**src/rtl/ball_game_engine.sv**
```systemverilog
// ball_game_engine: frame-rate game state for the breakout core.
// Owns the paddle, the ball position/velocity, the life count and the
// START -> PLAYING -> RESPAWN / GAME_OVER sequence. Collision side flags are
// latched between frame pulses and consumed on the pulse.
// Optional feature macro: PADDLE_ENGLISH_EN (zone-based vx on paddle hits).
module ball_game_engine #(
  parameter int FRAC_BITS      = 1,
  parameter int VEL_W          = 4,
  parameter int INITIAL_VEL_X  = 2,
  parameter int INITIAL_VEL_Y  = -2,
  parameter int SCREEN_W       = 640,
  parameter int SCREEN_H       = 480,
  parameter int BORDER_WIDTH   = 8,
  parameter int PADDLE_WIDTH   = 99,
  parameter int PADDLE_SPEED   = 2,
  parameter int PADDLE_Y       = 452,
  parameter int BALL_SIZE      = 4,
  parameter int LIVES          = 3,
  parameter int RESPAWN_FRAMES = 60,
  localparam int LW            = $clog2(LIVES + 1)
) (
  input  logic          clk,
  input  logic          nRst,
  input  logic          frame_pulse,
  input  logic          btn_action,
  input  logic          btn_left,
  input  logic          btn_right,
  input  logic          collision,
  input  logic          ball_top_col,
  input  logic          ball_left_col,
  input  logic          ball_bottom_col,
  input  logic          ball_right_col,
  input  logic          paddle_col,
  output logic [9:0]    ball_x,
  output logic [8:0]    ball_y,
  output logic [9:0]    paddle_x,
  output logic [LW-1:0] lives,
  output logic [1:0]    game_state,
  output logic          game_over
);

  localparam int X_W = 11 + FRAC_BITS;
  localparam int Y_W = 10 + FRAC_BITS;
  localparam int CW  = (RESPAWN_FRAMES > 0) ? $clog2(RESPAWN_FRAMES + 1) : 1;

  localparam logic [9:0] INIT_PADDLE = 10'(SCREEN_W / 2 - PADDLE_WIDTH / 2 - 1);
  localparam logic [9:0] PADDLE_MIN  = 10'(BORDER_WIDTH);
  localparam logic [9:0] PADDLE_MAX  = 10'(SCREEN_W - BORDER_WIDTH - PADDLE_WIDTH);
  localparam logic [9:0] LEFT_LIMIT  = 10'(BORDER_WIDTH + PADDLE_SPEED);
  localparam logic [9:0] RIGHT_LIMIT = 10'(SCREEN_W - BORDER_WIDTH - PADDLE_WIDTH - PADDLE_SPEED);
  localparam logic [9:0] STEP        = 10'(PADDLE_SPEED);

  localparam logic [X_W-1:0] DOCK_OFF = X_W'(PADDLE_WIDTH / 2 - BALL_SIZE / 2);
  localparam logic [X_W-1:0] RESET_X  = (X_W'(INIT_PADDLE) + DOCK_OFF) << FRAC_BITS;
  localparam logic [Y_W-1:0] DOCK_Y   = Y_W'((PADDLE_Y - BALL_SIZE) * (2 ** FRAC_BITS));

  localparam logic signed [VEL_W-1:0] VX0     = VEL_W'(INITIAL_VEL_X);
  localparam logic signed [VEL_W-1:0] VY0     = VEL_W'(INITIAL_VEL_Y);
  localparam logic signed [VEL_W-1:0] VEL_MIN = {1'b1, {(VEL_W-1){1'b0}}};
  localparam logic signed [VEL_W-1:0] VEL_MAX = {1'b0, {(VEL_W-1){1'b1}}};
  localparam logic signed [10:0]      OOB_Y   = 11'(SCREEN_H);
  localparam logic [CW-1:0]           RESPAWN_LOAD = CW'(RESPAWN_FRAMES);
  localparam logic [LW-1:0]           LIVES_LOAD   = LW'(LIVES);

  typedef enum logic [1:0] {
    ST_START     = 2'd0,
    ST_PLAYING   = 2'd1,
    ST_RESPAWN   = 2'd2,
    ST_GAME_OVER = 2'd3
  } state_t;

  state_t                  state_r, state_n;
  logic [LW-1:0]           lives_r, lives_n;
  logic [9:0]              paddle_r, paddle_n, paddle_move_s;
  logic [X_W-1:0]          pos_x_r, pos_x_n, dock_x_s;
  logic [Y_W-1:0]          pos_y_r, pos_y_n;
  logic signed [VEL_W-1:0] vel_x_r, vel_x_n, vx_s;
  logic signed [VEL_W-1:0] vel_y_r, vel_y_n, vy_s;
  logic [CW-1:0]           cnt_r, cnt_n;
  logic                    game_over_r, game_over_n;
  logic                    flag_top_r, flag_left_r, flag_bottom_r, flag_right_r, flag_paddle_r;
  logic                    flag_top_n, flag_left_n, flag_bottom_n, flag_right_n, flag_paddle_n;
  logic [9:0]              y_int_s;
  logic signed [10:0]      y_ext_s;
  logic                    oob_s;

  // Negation that saturates the most negative velocity instead of wrapping.
  function automatic logic signed [VEL_W-1:0] neg_sat(input logic signed [VEL_W-1:0] v);
    logic signed [VEL_W-1:0] r;
    if (v == VEL_MIN) r = VEL_MAX;
    else              r = -v;
    return r;
  endfunction

  assign ball_x     = pos_x_r[FRAC_BITS+9:FRAC_BITS];
  assign ball_y     = pos_y_r[FRAC_BITS+8:FRAC_BITS];
  assign paddle_x   = paddle_r;
  assign lives      = lives_r;
  assign game_state = state_r;
  assign game_over  = game_over_r;

  assign y_int_s     = pos_y_r[Y_W-1:FRAC_BITS];
  assign y_ext_s     = {y_int_s[9], y_int_s};
  assign oob_s       = (y_ext_s >= OOB_Y);
  assign dock_x_s    = (X_W'(paddle_move_s) + DOCK_OFF) << FRAC_BITS;
  assign game_over_n = (state_n == ST_GAME_OVER);

`ifdef PADDLE_ENGLISH_EN
  localparam logic signed [11:0]      ZONE_LO = 12'(PADDLE_WIDTH / 3);
  localparam logic signed [11:0]      ZONE_HI = 12'(2 * PADDLE_WIDTH / 3);
  localparam logic signed [VEL_W-1:0] VX_POS  = VEL_W'((INITIAL_VEL_X < 0) ? -INITIAL_VEL_X : INITIAL_VEL_X);
  localparam logic signed [VEL_W-1:0] VX_NEG  = VEL_W'((INITIAL_VEL_X < 0) ? INITIAL_VEL_X : -INITIAL_VEL_X);
  logic signed [11:0] offset_s;
  assign offset_s = $signed(12'(ball_x) + 12'(BALL_SIZE / 2) - 12'(paddle_r));
`else
  logic unused_paddle_flag_s;
  assign unused_paddle_flag_s = flag_paddle_r;
`endif

  // Paddle step with exact wall clamps; left wins over right.
  always_comb begin
    if (btn_left) begin
      if (paddle_r >= LEFT_LIMIT) paddle_move_s = paddle_r - STEP;
      else                        paddle_move_s = PADDLE_MIN;
    end else if (btn_right) begin
      if (paddle_r <= RIGHT_LIMIT) paddle_move_s = paddle_r + STEP;
      else                         paddle_move_s = PADDLE_MAX;
    end else begin
      paddle_move_s = paddle_r;
    end
  end

  // Reflected velocity from the latched collision sides.
  always_comb begin
    if (flag_top_r || flag_bottom_r) vy_s = neg_sat(vel_y_r);
    else                             vy_s = vel_y_r;
    if (flag_left_r || flag_right_r) vx_s = neg_sat(vel_x_r);
    else                             vx_s = vel_x_r;
`ifdef PADDLE_ENGLISH_EN
    if (flag_paddle_r && flag_bottom_r) begin
      if (offset_s < ZONE_LO)       vx_s = VX_NEG;
      else if (offset_s >= ZONE_HI) vx_s = VX_POS;
      else                          vx_s = vel_x_r;
    end else begin
      vx_s = vx_s;
    end
`endif
  end

  // Sticky collision side flags; a frame pulse clears them and drops that cycle's sample.
  always_comb begin
    flag_top_n    = flag_top_r;
    flag_left_n   = flag_left_r;
    flag_bottom_n = flag_bottom_r;
    flag_right_n  = flag_right_r;
    flag_paddle_n = flag_paddle_r;
    if (frame_pulse) begin
      flag_top_n    = 1'b0;
      flag_left_n   = 1'b0;
      flag_bottom_n = 1'b0;
      flag_right_n  = 1'b0;
      flag_paddle_n = 1'b0;
    end else if (collision) begin
      flag_top_n    = flag_top_r    | ball_top_col;
      flag_left_n   = flag_left_r   | ball_left_col;
      flag_bottom_n = flag_bottom_r | ball_bottom_col;
      flag_right_n  = flag_right_r  | ball_right_col;
      flag_paddle_n = flag_paddle_r | paddle_col;
    end else begin
      flag_top_n = flag_top_r;
    end
  end

  // Game FSM next state plus per-frame paddle, ball, lives and respawn counter update.
  always_comb begin
    state_n = state_r;
    lives_n = lives_r;
    paddle_n = paddle_r;
    pos_x_n = pos_x_r;
    pos_y_n = pos_y_r;
    vel_x_n = vel_x_r;
    vel_y_n = vel_y_r;
    cnt_n   = cnt_r;
    if (frame_pulse) begin
      case (state_r)
        ST_START: begin
          paddle_n = paddle_move_s;
          pos_x_n  = dock_x_s;
          pos_y_n  = DOCK_Y;
          vel_x_n  = VX0;
          vel_y_n  = VY0;
          if (btn_action) state_n = ST_PLAYING;
          else            state_n = ST_START;
        end
        ST_PLAYING: begin
          paddle_n = paddle_move_s;
          if (oob_s) begin
            lives_n = lives_r - LW'(1);
            if (lives_r == LW'(1)) begin
              state_n = ST_GAME_OVER;
            end else begin
              state_n  = ST_RESPAWN;
              cnt_n    = RESPAWN_LOAD;
              paddle_n = INIT_PADDLE;
            end
          end else begin
            vel_x_n = vx_s;
            vel_y_n = vy_s;
            pos_x_n = pos_x_r + {{(X_W-VEL_W){vx_s[VEL_W-1]}}, vx_s};
            pos_y_n = pos_y_r + {{(Y_W-VEL_W){vy_s[VEL_W-1]}}, vy_s};
          end
        end
        ST_RESPAWN: begin
          paddle_n = paddle_move_s;
          pos_x_n  = dock_x_s;
          pos_y_n  = DOCK_Y;
          vel_x_n  = VX0;
          vel_y_n  = VY0;
          if (cnt_r <= CW'(1)) begin
            cnt_n   = {CW{1'b0}};
            state_n = ST_START;
          end else begin
            cnt_n = cnt_r - CW'(1);
          end
        end
        ST_GAME_OVER: begin
          if (btn_action) begin
            state_n  = ST_START;
            lives_n  = LIVES_LOAD;
            paddle_n = INIT_PADDLE;
          end else begin
            state_n = ST_GAME_OVER;
          end
        end
        default: state_n = ST_START;
      endcase
    end else begin
      state_n = state_r;
    end
  end

  // State registers with synchronous active-low reset.
  always_ff @(posedge clk) begin
    if (!nRst) begin
      state_r       <= ST_START;
      lives_r       <= LIVES_LOAD;
      paddle_r      <= INIT_PADDLE;
      pos_x_r       <= RESET_X;
      pos_y_r       <= DOCK_Y;
      vel_x_r       <= VX0;
      vel_y_r       <= VY0;
      cnt_r         <= {CW{1'b0}};
      game_over_r   <= 1'b0;
      flag_top_r    <= 1'b0;
      flag_left_r   <= 1'b0;
      flag_bottom_r <= 1'b0;
      flag_right_r  <= 1'b0;
      flag_paddle_r <= 1'b0;
    end else begin
      state_r       <= state_n;
      lives_r       <= lives_n;
      paddle_r      <= paddle_n;
      pos_x_r       <= pos_x_n;
      pos_y_r       <= pos_y_n;
      vel_x_r       <= vel_x_n;
      vel_y_r       <= vel_y_n;
      cnt_r         <= cnt_n;
      game_over_r   <= game_over_n;
      flag_top_r    <= flag_top_n;
      flag_left_r   <= flag_left_n;
      flag_bottom_r <= flag_bottom_n;
      flag_right_r  <= flag_right_n;
      flag_paddle_r <= flag_paddle_n;
    end
  end

endmodule

```
**config.mk**
```make
export PLATFORM = sky130hd
export DESIGN_NAME = ball_game_engine
export DESIGN_NICKNAME = d
export VERILOG_FILES = /design/src/rtl/ball_game_engine.sv
export SDC_FILE = /design/constraint.sdc
export NUM_CORES = 1
export LEC_CHECK = 0
export ABC_CLOCK_PERIOD_IN_PS = 3800
export CAP_MARGIN = 20
export CORE_ASPECT_RATIO = 0.5
export CORE_UTILIZATION = 50
export CTS_CLUSTER_SIZE = 12
export DETAILED_ROUTE_END_ITERATION = 10
export HOLD_SLACK_MARGIN = 0.12
export PLACE_DENSITY = 0.71
export SKIP_CTS_REPAIR_TIMING = 1
export SLEW_MARGIN = 20
export SYNTH_ARGS = -nofsm -noshare
export SYNTH_HDL_FRONTEND = slang
export SYNTH_SLANG_ARGS = --single-unit
```
**constraint.sdc**
```tcl
create_clock -name clk -period 3.8 [get_ports clk]
set_clock_uncertainty 0.05 [all_clocks]
set_input_delay 0.76 -clock clk [delete_from_list [all_inputs] [get_ports clk]]
set_output_delay 0.76 -clock clk [all_outputs]
set_load 0.01 [all_outputs]
```
**After elaboration in Yosys (flattened, before gate mapping)**

Cells that the tools add are included.
W data, S select, Z words.

- Flip-flop bits (word level): 56
- Bits of input ports: 12
- Output and inout port bits: 34
- Word-level logic and storage cells: 88

- $add $sub $neg: 9
- $lt $le $gt $ge: 4
- Eq/ne operators: 11
- Muxes and demuxes: 34
- Bitwise gates (word level): 5
- Reduce and logical (&&, ||, !) cells: 12

Operators by type and width:

| cell | count |
|---|---|
| $mux W10 | 7 |
| $pmux W10 S3 | 1 |
| $mux W4 | 6 |
| $pmux W12 S2 | 1 |
| $pmux W11 S2 | 1 |
| $mux W6 | 3 |
| $pmux W4 S2 | 2 |
| $add A12 B12 Y12 | 1 |
| $mux W12 | 1 |
| $mux W2 | 6 |
| $pmux W6 S2 | 1 |
| $add A10 B6 Y11 const B | 1 |
| $add A11 B11 Y11 | 1 |
| $mux W11 | 1 |
| $add A10 B2 Y10 const B | 1 |
| $ge A10 B10 Y1 const B | 1 |
| $ge A10 B4 Y1 const B | 1 |
| $le A10 B10 Y1 const B | 1 |
| $sub A10 B2 Y10 const B | 1 |
| $eq A4 B4 Y1 const B | 2 |
| $ne A2 B2 Y1 const B | 4 |
| $neg A4 Y4 | 2 |
| $pmux W2 S4 | 1 |
| $reduce_and A4 Y1 | 2 |
| other kinds (15) | 26 |

**Logic depth before layout (Yosys ltp)**

Gate-level depths: netlist of run 1.

- Depth after elaboration: 7
- Gate-level depth with buffers: 16
- Depth with buffers taken out: 16

**Worst setup path after synthesis of run 1**

No wires, ideal clock.

- Kind: register to register
- From: register vel_y_r[0]
- To: register pos_y_r[9]
- Library setup time: 0.074 ns
- Arrival time: 3.127 ns
- Required time: 3.676 ns
- Setup slack: 0.549 ns
- Cell stages (with the launch flop): 15
- Buffers on the path: 0
- Period minus slack after synthesis: 3.251 ns
- Cells stage by stage: dfxtp_1 -> inv_1 -> ha_1 -> nor2b_1 -> a211oi_1 -> inv_1 -> ha_1 -> a21o_1 -> a21oi_1 -> o21bai_1 -> a2111oi_0 -> o41ai_1 -> xnor2_1 -> and3_1 -> o21ai_0

- Longest elaborated chain between the ends: 6
- Elaborated cells between the ends (all ways): 7
- Those cells by class: add/sub: 2; eq/ne: 1; mux: 4

Ends and longest elaborated chain:

| element | line | RTL |
|---|---|---|
| from (decl) | 78 | `logic signed [VEL_W-1:0] vel_y_r, vel_y_n, vy_s;` |
| from (signal assigned) | 266 | `vel_y_r <= vel_y_n;` |
| $neg A4 Y4 or $eq A4 B4 Y1 (tied branches) | 91, 90 |  |
| $mux W4 | 90 | `if (v == VEL_MIN) r = VEL_MAX;` |
| $mux W4 (*) | 135 | `if (flag_top_r \|\| flag_bottom_r) vy_s = neg_sat(vel_y_r);` |
| $add A11 B11 Y11 (*) | 210 | `pos_y_n = pos_y_r + {{(Y_W-VEL_W){vy_s[VEL_W-1]}}, vy_s};` |
| $mux W11 (*) | 197 | `if (oob_s) begin` |
| $pmux W11 S2 (*) | 185 | `case (state_r)` |
| to (signal assigned) | 264 | `pos_y_r <= pos_y_n;` |
| to (decl) | 76 | `logic [Y_W-1:0] pos_y_r, pos_y_n;` |

Every way passes the cells marked *; elsewhere a longest branch is shown, timed or not. The select of a mux whose other input is x is not followed.
A chain may end at the register's enable or synchronous reset.

**Final worst setup path of run 1**

- From: register vel_x_r[1]
- To: register pos_x_r[10]

- Longest elaborated chain between the ends: 6
- Elaborated cells between the ends (all ways): 7
- Those cells by class: add/sub: 2; eq/ne: 1; mux: 4

Ends and longest elaborated chain:

| element | line | RTL |
|---|---|---|
| from (decl) | 77 | `logic signed [VEL_W-1:0] vel_x_r, vel_x_n, vx_s;` |
| from (signal assigned) | 265 | `vel_x_r <= vel_x_n;` |
| $neg A4 Y4 or $eq A4 B4 Y1 (tied branches) | 91, 90 |  |
| $mux W4 | 90 |  |
| $mux W4 (*) | 137 | `if (flag_left_r \|\| flag_right_r) vx_s = neg_sat(vel_x_r);` |
| $add A12 B12 Y12 (*) | 209 | `pos_x_n = pos_x_r + {{(X_W-VEL_W){vx_s[VEL_W-1]}}, vx_s};` |
| $mux W12 (*) | 197 |  |
| $pmux W12 S2 (*) | 185 |  |
| to (signal assigned) | 263 | `pos_x_r <= pos_x_n;` |
| to (decl) | 75 | `logic [X_W-1:0] pos_x_r, pos_x_n, dock_x_s;` |

Marked as above.

==> metrics.txt, run 1 <==
first-pass GRT wire length 16600 µm; Die Height 66.3 µm; Tmin final ~3.3 ns; maximum vdd drop roughly 0.19 mV; DRC viols 0; critical path startpoint category flip-flop; Worst slew margin a little over a quarter; synthesized cell area just over 4000 µm²; delay-heaviest family, CP compound AO/OA/AOI/OAI gates; CP Class reg -> reg; Placer Congestion approximately 0.86; CTS Buffer Depth 2; Adder-Cell Fraction of Synth Area a little under a tenth; crit end category flip-flop; FF-to-FF Start vel_x_r[1]; I/O pin cnt 46; share of layout cells above drive strength 1 around 8.1%; Synth Instances roughly 540; hold worst-path end pos_y_r[0]; setup TNS 0 ns; Yosys warning count 0; EDFF count, synth 0; syn_nets 578; period utilization 87.1%; CTS tree built; TritonCTS Buffers 5; worst path cell trace inv_1 -> ha_1 -> nand2_1 -> nor3_1 -> or2_2 -> ha_1 -> fa_1 -> a21oi_1 -> o21a_1 -> o21ai_0 -> a31o_2 -> a21oi_1 -> xnor2_1 -> o21ai_0 -> a211oi_2; CP bufs+invs 1; routed wire length per instance 14.8 µm; dpl cell area 4580 µm²; DRT Wirelength roughly 10000 µm; Final ANT Viol Nets 0; ys async rst share 0%; Final Hold Viols 0; largest family of logic cells by synthesized area compound AO/OA/AOI/OAI gates; Die Footprint just under 9000 µm²; WHS Path Cells 2; largest net degree at the start of global routing 28; worst hold start pos_y_r[0]; Final Max Tran Viols 0; RSZ-0062 raised after global routing false; Fmax around 300 MHz; Core Footprint ~8000 µm²; reg2reg setup slack approximately 0.49 ns; GRT Total Usage about 24%; first-pass iteration count of the detailed router 5; simple-gate area share of the yosys netlist between 20% and 30%; Leak between 1.5 and 2 nW; Port Buffers 44; CP max FO 4; Final Instance Area 4740 µm²; routed vias slightly below 4000; vias in the first global route about 3500; mux share of post-synthesis cell area less than 1%; CTS root buf clkbuf_16; crit path max-delay cell type fa_1; Clock Sinks 55; Pwr Density between 300 and 400 nW/µm²; Synth Area in Compound Gates 26.4%; num rows 23; Reg2Reg Capture Point pos_x_r[10]; CTS clk-pin slew, worst paths 0.08 ns; CP arrival 3.49 ns; Setup violations, final 0; synthesized area per cell 7.72 µm²; worst endpoint required time ~4 ns; Vias/cell about 6; register bit total from synthesis 55; # fillers between 700 and 800; Area growth syn-to-layout 14.4%; hpwl dp slightly above 7000 µm; maxcap violations 0; # H-tree levels 2; Synth Area in XOR/XNOR around 4.7%; 1st-iter DRT viols roughly 340; ant diodes 0; status completed; die width 131 µm; Synth Flop Type dfxtp_1; crit-path max cell delay roughly 0.42 ns; Initial Util 51.8%; clock latency on the worst-skew pair about 0.30 ns; initial antenna violation count 0; Worst Tran Pin Value 1.10 ns; post-synthesis sequential area ratio a little over a quarter; gr ovfl total 0; worst hold path class reg -> reg; nets 600; reg2reg path depth 15; synth unique cells 76
placed cells by master, fill, tap and decap left out, types with 4 or more instances in the layout:
cell type / instances
nand4_1: 5
or2_2: 4
clkdlybuf4s50_1: 44
a21oi_1: 46
a31oi_1: 4
nor2b_1: 9
nor4_1: 6
o21bai_1: 4
and2_1: 6
xnor2_1: 14
nor2_1: 51
nand3_1: 19
buf_4: 13
dfxtp_1: 55
a21o_1: 4
nand2_1: 51
o21ai_0: 30
or3_1: 6
mux2i_1: 4
clkbuf_16: 5
inv_1: 22
o31ai_1: 4
o21a_1: 7
nand2b_1: 4
o211ai_1: 9
a22oi_1: 4
nor3_1: 22
xor2_1: 8
ha_1: 28
stage by stage:
stage	hold slack (ns)	std cells	utilization [%]	power (mW)	setup slack, ns
final	0.416	671	59.2	1.58	0.490
after detailed placement	0.407	663	57.2	1.08	0.385
after CTS	0.415	671	59.2	1.58	0.493
after global placement	0.393	663	57.2	1.07	0.424
after floorplan	0.386	536	-	0.969	0.549
after global routing	0.437	671	59.2	1.67	0.245
state kept, by name, indices dropped and copies added, names as in the netlist, 2 cells and up:
register	count
cnt_r	6
game_state	2
lives	2
paddle_x	10
pos_x_r	11
pos_y_r	11
vel_x_r	4
vel_y_r	4
layer usage:
| layer | global-route usage (%) | wire [µm] |
|---|---|---|
| met2 | 38.9 | 4270 |
| met4 | 7.47 | 170 |
| met1 | 33.9 | 5000 |
| met5 | 0 | 0 |
| met3 | 3.72 | 477 |
worst min-delay path, delay by kind of cell (launching register included):
family,cells,cell delay (ns)
flops,1,0.32
simple gates,1,0.05
compound gates,1,0.05
worst max path at each step:
| stage | startpoint | to | cells after the start |
|---|---|---|---|
| 6_report | vel_x_r[1] | pos_x_r[10] | 15 |
| 4_1_cts | vel_x_r[1] | pos_x_r[10] | 15 |
| 3_5_place_dp | btn_right | pos_x_r[7] | 11 |
| 3_3_place_gp | btn_right | pos_x_r[7] | 11 |
| 5_1_grt | vel_y_r[0] | pos_y_r[9] | 16 |
| 2_1_floorplan | vel_y_r[0] | pos_y_r[9] | 14 |
cell usage after synthesis, drive strengths merged, types with 4 or more instances:
master | count | area share [%]
a211oi | 5 | 1.1
a21o | 4 | 0.73
a21oi | 48 | 6.0
a22oi | 4 | 0.73
a31oi | 4 | 0.60
and2 | 6 | 0.91
buf | 25 | 4.3
clkbuf | 17 | 1.5
dfxtp | 55 | 27
ha | 28 | 8.5
inv | 23 | 2.1
mux2i | 4 | 0.97
nand2 | 52 | 4.8
nand2b | 4 | 0.60
nand3 | 19 | 2.3
nand4 | 6 | 1.1
nor2 | 51 | 4.6
nor2b | 9 | 1.4
nor3 | 22 | 2.7
nor4 | 7 | 1.2
o211ai | 9 | 1.6
o21a | 7 | 1.3
o21ai | 33 | 4.4
o21bai | 4 | 0.73
o31ai | 5 | 1.0
or2 | 4 | 0.60
or3 | 6 | 0.91
xnor2 | 14 | 3.0
xor2 | 8 | 1.7
cell type report:
class / instances / area (µm²) / area share (%)
inverter: 24 / 90.1 / 1.90
timing repair buffer: 57 / 538 / 11.4
clock buffer: 6 / 139 / 2.93
clock inverter: 2 / 20.0 / 0.423
tap: 112 / 140 / 2.96
sequential: 55 / 1100 / 23.2
multi-input combinational: 415 / 2710 / 57.2
cells by family after synthesis:
logic type,count (synthesis)
buffers and inverters,66
AO/OA/AOI/OAI,158
AND/OR/NAND/NOR,201
adder cells (fa/ha/maj),30
multiplexers,4
XOR/XNOR,22
flip-flops,55
where the power goes:
| group | total [mW] | leakage (nW) | switching, mW | internal (mW) |
|---|---|---|---|---|
| Clock | 0.502 | 0.0790 | 0.233 | 0.269 |
| Combinational | 0.440 | 1.35 | 0.242 | 0.198 |
| Sequential | 0.634 | 0.448 | 0.0336 | 0.600 |
(Power assumes the default switching activity.)
==> run 2, diff against run 1 <==
Settings changed: CORE_MARGIN from default to 2.
==> run 2 against run 1 <==
Effect of this change: power fell by 2.5%; critical path depth did not move; routed wire length rose by 1.5%; via count fell by 1.8%; critical endpoint unchanged; highest routed layer unchanged.
==> metrics.txt, run 2 (synthesized netlist as in run 1, its figures left out) <==
Most Used Layer, Global Route met2; Hold Slack roughly 0.41 ns; 1st-iter DRT viols about 320; Setup violations, final 0; critical path startpoint category flip-flop; GR Layer Usage met1 between 30% and 40%; most common library cell in the layout ignoring fill and taps dfxtp_1; Flop pwr share between 40% and 50%; I/O pin cnt 46; Post-Layout Cell Count 670; # fillers around 750; total net switching power between 0.4 and 0.5 mW; crit path max-delay cell type fa_1; Final WS setup about 0.45 ns; largest net degree at the start of global routing 29; Port Buffers 44; Placed Instances about 660; first-pass iteration count of the detailed router 5; Combinational Power Share between 20% and 30%; crit-path max cell delay roughly 0.41 ns; Worst Tran Pin Value a little under 1 ns; die width about 130 µm; worst endpoint required time between 3 and 4 ns; first-pass GRT wire length between 15000 and 20000 µm; CP Class reg -> reg; Clk pwr share roughly 30%; worst hold path class reg -> reg; dpl cell area between 4000 and 5000 µm²; CP max FO 4; CTS clk-pin slew, worst paths roughly 0.07 ns; Final ANT Viol Nets 0; setup TNS 0 ns; Tmin final 3.35 ns; Place WS between 0.3 and 0.4 ns; Final Instance Area 4710 µm²; gr ovfl total 0; Final Hold Viols 0; GR Util met3 approximately 3.6%; num rows 23; ant diodes 0; nets around 600; routed wire length per instance roughly 15 µm; maximum vdd drop between 0.15 and 0.2 mV; maxcap violations 0; vias in the first global route 3517; worst path cell trace inv_1 -> ha_1 -> nand2_1 -> nor3_1 -> or2_2 -> ha_1 -> fa_1 -> a21oi_1 -> o21a_1 -> o21ai_0 -> a31o_2 -> a21oi_1 -> xnor2_1 -> o21ai_0 -> a211oi_2; Die Height between 60 and 70 µm; TritonCTS Buffers 5; CTS tree built; Clock Sinks 55; commonest cells after routing, fill and taps aside dfxtp_1 (55), nor2_1 (51), nand2_1 (51), a21oi_1 (46), clkdlybuf4s50_1 (44); Die Footprint roughly 9100 µm²; Internal between 1 and 1.5 mW; reg2reg setup slack between 0.4 and 0.5 ns; hpwl dp ~7300 µm; switch share between 30 and 40%; Worst slew margin a little over a third; Placer Congestion between 0.8 and 0.9; CTS Buffer Depth 2; Pwr Density 326 nW/µm²; GRT Total Usage 23.0%; # H-tree levels 2; DRC viols 0; DRT Wirelength between 10000 and 15000 µm; Area growth syn-to-layout 13.8%; clock latency on the worst-skew pair ~0.30 ns; CP arrival 3.52 ns; Leak around 1.9 nW; share of layout cells above drive strength 1 roughly 7.7%; initial antenna violation count 0; Vias/cell between 5 and 6; RSZ-0062 raised after global routing false; crit end category flip-flop; status completed; period utilization ~88%; CTS root buf clkbuf_16; Initial Util between 50% and 60%; routed vias between 3000 and 4000; Core Footprint 8030 µm²; M2 GR Usage between 30% and 40%; Fmax 298 MHz; Final Max Tran Viols 0
[run 2: cell types whose count changed in the layout (fill, tap and decap cells not counted), sizes merged]
| cell | delta |
|---|---|
| clkinvlp | +1 |
| inv | -1 |
| buf | -1 |
[run 2: worst max-delay path, delay by kind of cell, from the launching register on]
kind | cells | cell delay (ns)
DFF | 1 | 0.39
adders and majority gates | 3 | 0.84
xor gates and xnor gates | 1 | 0.15
and+or+nand+nor | 3 | 0.44
buffers and inverters | 1 | 0.09
AOI/OAI and AO/OA | 7 | 1.32
[run 2: layer usage]
| layer | share of wire (%) | wire length [µm] |
|---|---|---|
| met2 | 45 | 4520 |
| met5 | 0 | 0 |
| met4 | 0.78 | 79 |
| met1 | 51 | 5110 |
| met3 | 3.6 | 359 |
[run 2: power by group through the flow]
stage	Combinational (mW)	Clock (mW)	Sequential, mW
finish	0.439	0.462	0.635
global route	0.487	0.501	0.640
CTS	0.436	0.470	0.635
detailed placement	0.432	0	0.648
global placement	0.426	0	0.648
floorplan	0.333	0	0.636
[run 2: path summary, 6_finish.rpt]
path / from / endpoint / cells after the start
max: vel_x_r[1] / pos_x_r[10] / 15
min: pos_y_r[0] / pos_y_r[0] / 2
max reg2reg: vel_x_r[1] / pos_x_r[10] / 15
min reg2reg: pos_y_r[0] / pos_y_r[0] / 2
[run 2: through the flow]
| step | total power [mW] | util, % |
|---|---|---|
| 5_1_grt | 1.63 | 58.7 |
| 6_report | 1.54 | 58.7 |
| 3_5_place_dp | 1.08 | 56.9 |
| 2_1_floorplan | 0.969 | - |
| 4_1_cts | 1.54 | 58.7 |
| 3_3_place_gp | 1.07 | 56.9 |
[run 2: area by class of cell]
type	instances	area, µm²	area share [%]
Multi-Input combinational cell	415	2710	57.5
Clock buffer	6	129	2.74
Tap cell	112	140	2.97
Sequential cell	55	1100	23.4
Inverter	24	90.1	1.91
Clock inverter	2	12.5	0.266
Timing Repair Buffer	56	531	11.3
==> run 3, diff against run 2 <==
Settings changed: ABC_AREA from default to 1, CORE_MARGIN 2 to default.
==> run 3 against run 2 <==
Effect of this change: sequential cell count is the same; register-to-register slack gained 0.53 ns; synthesized cell count grew 17%; maximum frequency grew 19%; hold slack gained 0.0019 ns; clock power grew 6.3%; highest routed layer unchanged; routed wire length shrank 4.6%; utilization grew 0.62 points; via count grew 2.1%; critical endpoint is now pos_y_r[8]; global-route usage is essentially flat.
==> metrics.txt, run 3 <==
Post-Layout Cell Count between 700 and 800; RSZ-0062 raised after global routing false; Stages on worst setup path 14; Core Footprint just over 8000 µm²; # H-tree levels 2; ys async rst share 0%; 1st-iter DRT viols ~180; Yosys warning count 0; area leader, netlist dfxtp_1; maximum vdd drop 0.180 mV; reg2reg path depth 14; Tmin final roughly 2.8 ns; status completed; Final WS setup 0.982 ns; Clock Sinks between 50 and 60; gr ovfl total 0; Worst Tran Pin Value approximately 0.60 ns; worst hold path class reg -> reg; Final ANT Viol Nets 0; WHS Path Cells 2; EDFF count, synth 0; Pwr Total about 1.7 mW; vias in the first global route 3536; clock latency on the worst-skew pair between 0.2 and 0.3 ns; synthesized area per cell about 6.8 µm²; crit path max-delay cell type ha_1; Setup violations, final 0; critical path startpoint category flip-flop; first-pass GRT wire length between 15000 and 20000 µm; syn_nets 670; switch share between 30% and 40%; CTS tree built; Placer Congestion approximately 0.87; Top cell by count, worst path inv_1; hpwl dp around 7300 µm; worst path cell trace inv_1 -> ha_1 -> nand4_1 -> nand3_1 -> inv_1 -> ha_1 -> inv_1 -> nor3_1 -> a21oi_1 -> or2_2 -> a21oi_1 -> nor2_1 -> xor2_1 -> o21ai_0; ant diodes 0; Synth area leaders dfxtp_1 (26%), nand2_1 (11%), a21oi_1 (8.5%); num rows 23; Internal approximately 1.1 mW; Area growth syn-to-layout 13.5%; Synth Instances 628; Die Footprint about 8900 µm²; Port Buffers 44; die width around 130 µm; DRC viols 0; maxcap violations 0; Commonest cells post-synth nand2_1 (129), a21oi_1 (72), inv_1 (72), dfxtp_1 (55), nor2_1 (50); Pwr Density roughly 350 nW/µm²; CTS root buf clkbuf_16; fin util 59.3%; Leak 2.18 nW; total net switching power about 0.56 mW; Final Hold Viols 0; CP Class reg -> reg; delay-heaviest family, CP simple AND/OR/NAND/NOR gates; Combinational Power Share between 30% and 40%; Placed Instances ~760; CTS clk-pin slew, worst paths around 0.07 ns; crit end category flip-flop; CP max FO 7; CTS Buffer Depth 2; I/O pin cnt 46; Worst slew margin 59.7%; synth unique cells between 40 and 50; period utilization about 74%; reg2reg setup slack 0.98 ns; Vias/cell 5.18; Final Instance Area 4810 µm²; setup TNS 0 ns; # fillers slightly above 800; FF-to-FF Start vel_y_r[0]; GRT Total Usage between 20% and 30%; initial antenna violation count 0; most common library cell in the layout ignoring fill and taps nand2_1; crit-path max cell delay 0.37 ns; Multi-input gate area around 2600 µm²; share of layout cells above drive strength 1 8.42%; routed wire length per instance between 10 and 15 µm; Critical Path Source vel_y_r[0]; Flop pwr share between 30 and 40%; top-count cell post-synth nand2_1; register bit total from synthesis 55; post-synthesis sequential area ratio 26.0%; CP bufs+invs 3; Hold Slack slightly above 0.4 ns; CP arrival between 2 and 3 ns; Fmax ~350 MHz; synthesized cell area 4240 µm²; Reg2Reg Capture Point pos_y_r[8]; Die Height approximately 67 µm; Final Max Tran Viols 0; dpl cell area around 4700 µm²; Synth Flop Type dfxtp_1; commonest cells after routing, fill and taps aside nand2_1 (129), inv_1 (72), a21oi_1 (72), dfxtp_1 (55), nor2_1 (50); crit path to pos_y_r[8]; Reg area between 1000 and 1500 µm²; Yosys top cell area share approximately a quarter; Clk pwr share 29.5%; TritonCTS Buffers 5; worst endpoint required time 3.97 ns; Place WS approximately 0.87 ns; nets about 690; Initial Util approximately 52%; largest net degree at the start of global routing 32; DRT Wirelength roughly 9600 µm; first-pass iteration count of the detailed router 4; routed vias ~4000
-- run 3: cells by family (layout without fill, tap and decap cells) --
kind of cell,after synthesis,count (layout),share of synthesized area [%]
buffers and inverters,110,135,11.8
flip-flops,55,55,26.0
XOR/XNOR,23,23,4.75
AND/OR/NAND/NOR,256,256,27.3
AO/OA/AOI/OAI,152,152,20.5
adder cells (fa/ha/maj),30,30,9.20
multiplexers,2,2,0.472
-- run 3: layout make-up --
cell class / count / share of cell area, %
multi-input cells: 463 / 54.9
flip-flops and latches: 55 / 22.9
repair buffers: 50 / 10.1
inverters: 77 / 6.00
clock buffers: 8 / 3.25
well taps: 112 / 2.91
-- run 3: layer usage --
layer / up-vias / share of wire, % / track usage [%]
li1: 2104 / - / -
met1: 1795 / 53 / 32.0
met2: 61 / 43 / 38.9
met3: 5 / 3.4 / 3.73
met4: 0 / 0.36 / 3.02
met5: - / 0 / 0
-- run 3: power groups by stage --
stage	registers, mW	clock network, mW	logic (mW)
after floorplan	0.652	0	0.408
after global placement	0.658	0	0.521
after detailed placement	0.658	0	0.526
after CTS	0.645	0.503	0.529
after global routing	0.650	0.532	0.604
final	0.645	0.491	0.529
-- run 3: how the worst min path moves through the flow --
stage / from / endpoint / slack [ns]
after floorplan: flag_right_r / flag_right_r / 0.39
after detailed placement: vel_y_r[0] / vel_y_r[0] / 0.41
after global routing: pos_y_r[0] / pos_y_r[0] / 0.45
final: vel_y_r[0] / vel_y_r[0] / 0.41
after global placement: vel_y_r[0] / vel_y_r[0] / 0.40
after CTS: vel_y_r[0] / vel_y_r[0] / 0.41
-- run 3: worst min-delay path, delay by kind of cell (launching register included) --
kind / cells / cell delay (ns)
flip-flops: 1 / 0.31
AND/OR/NAND/NOR: 1 / 0.06
AO/OA/AOI/OAI: 1 / 0.05
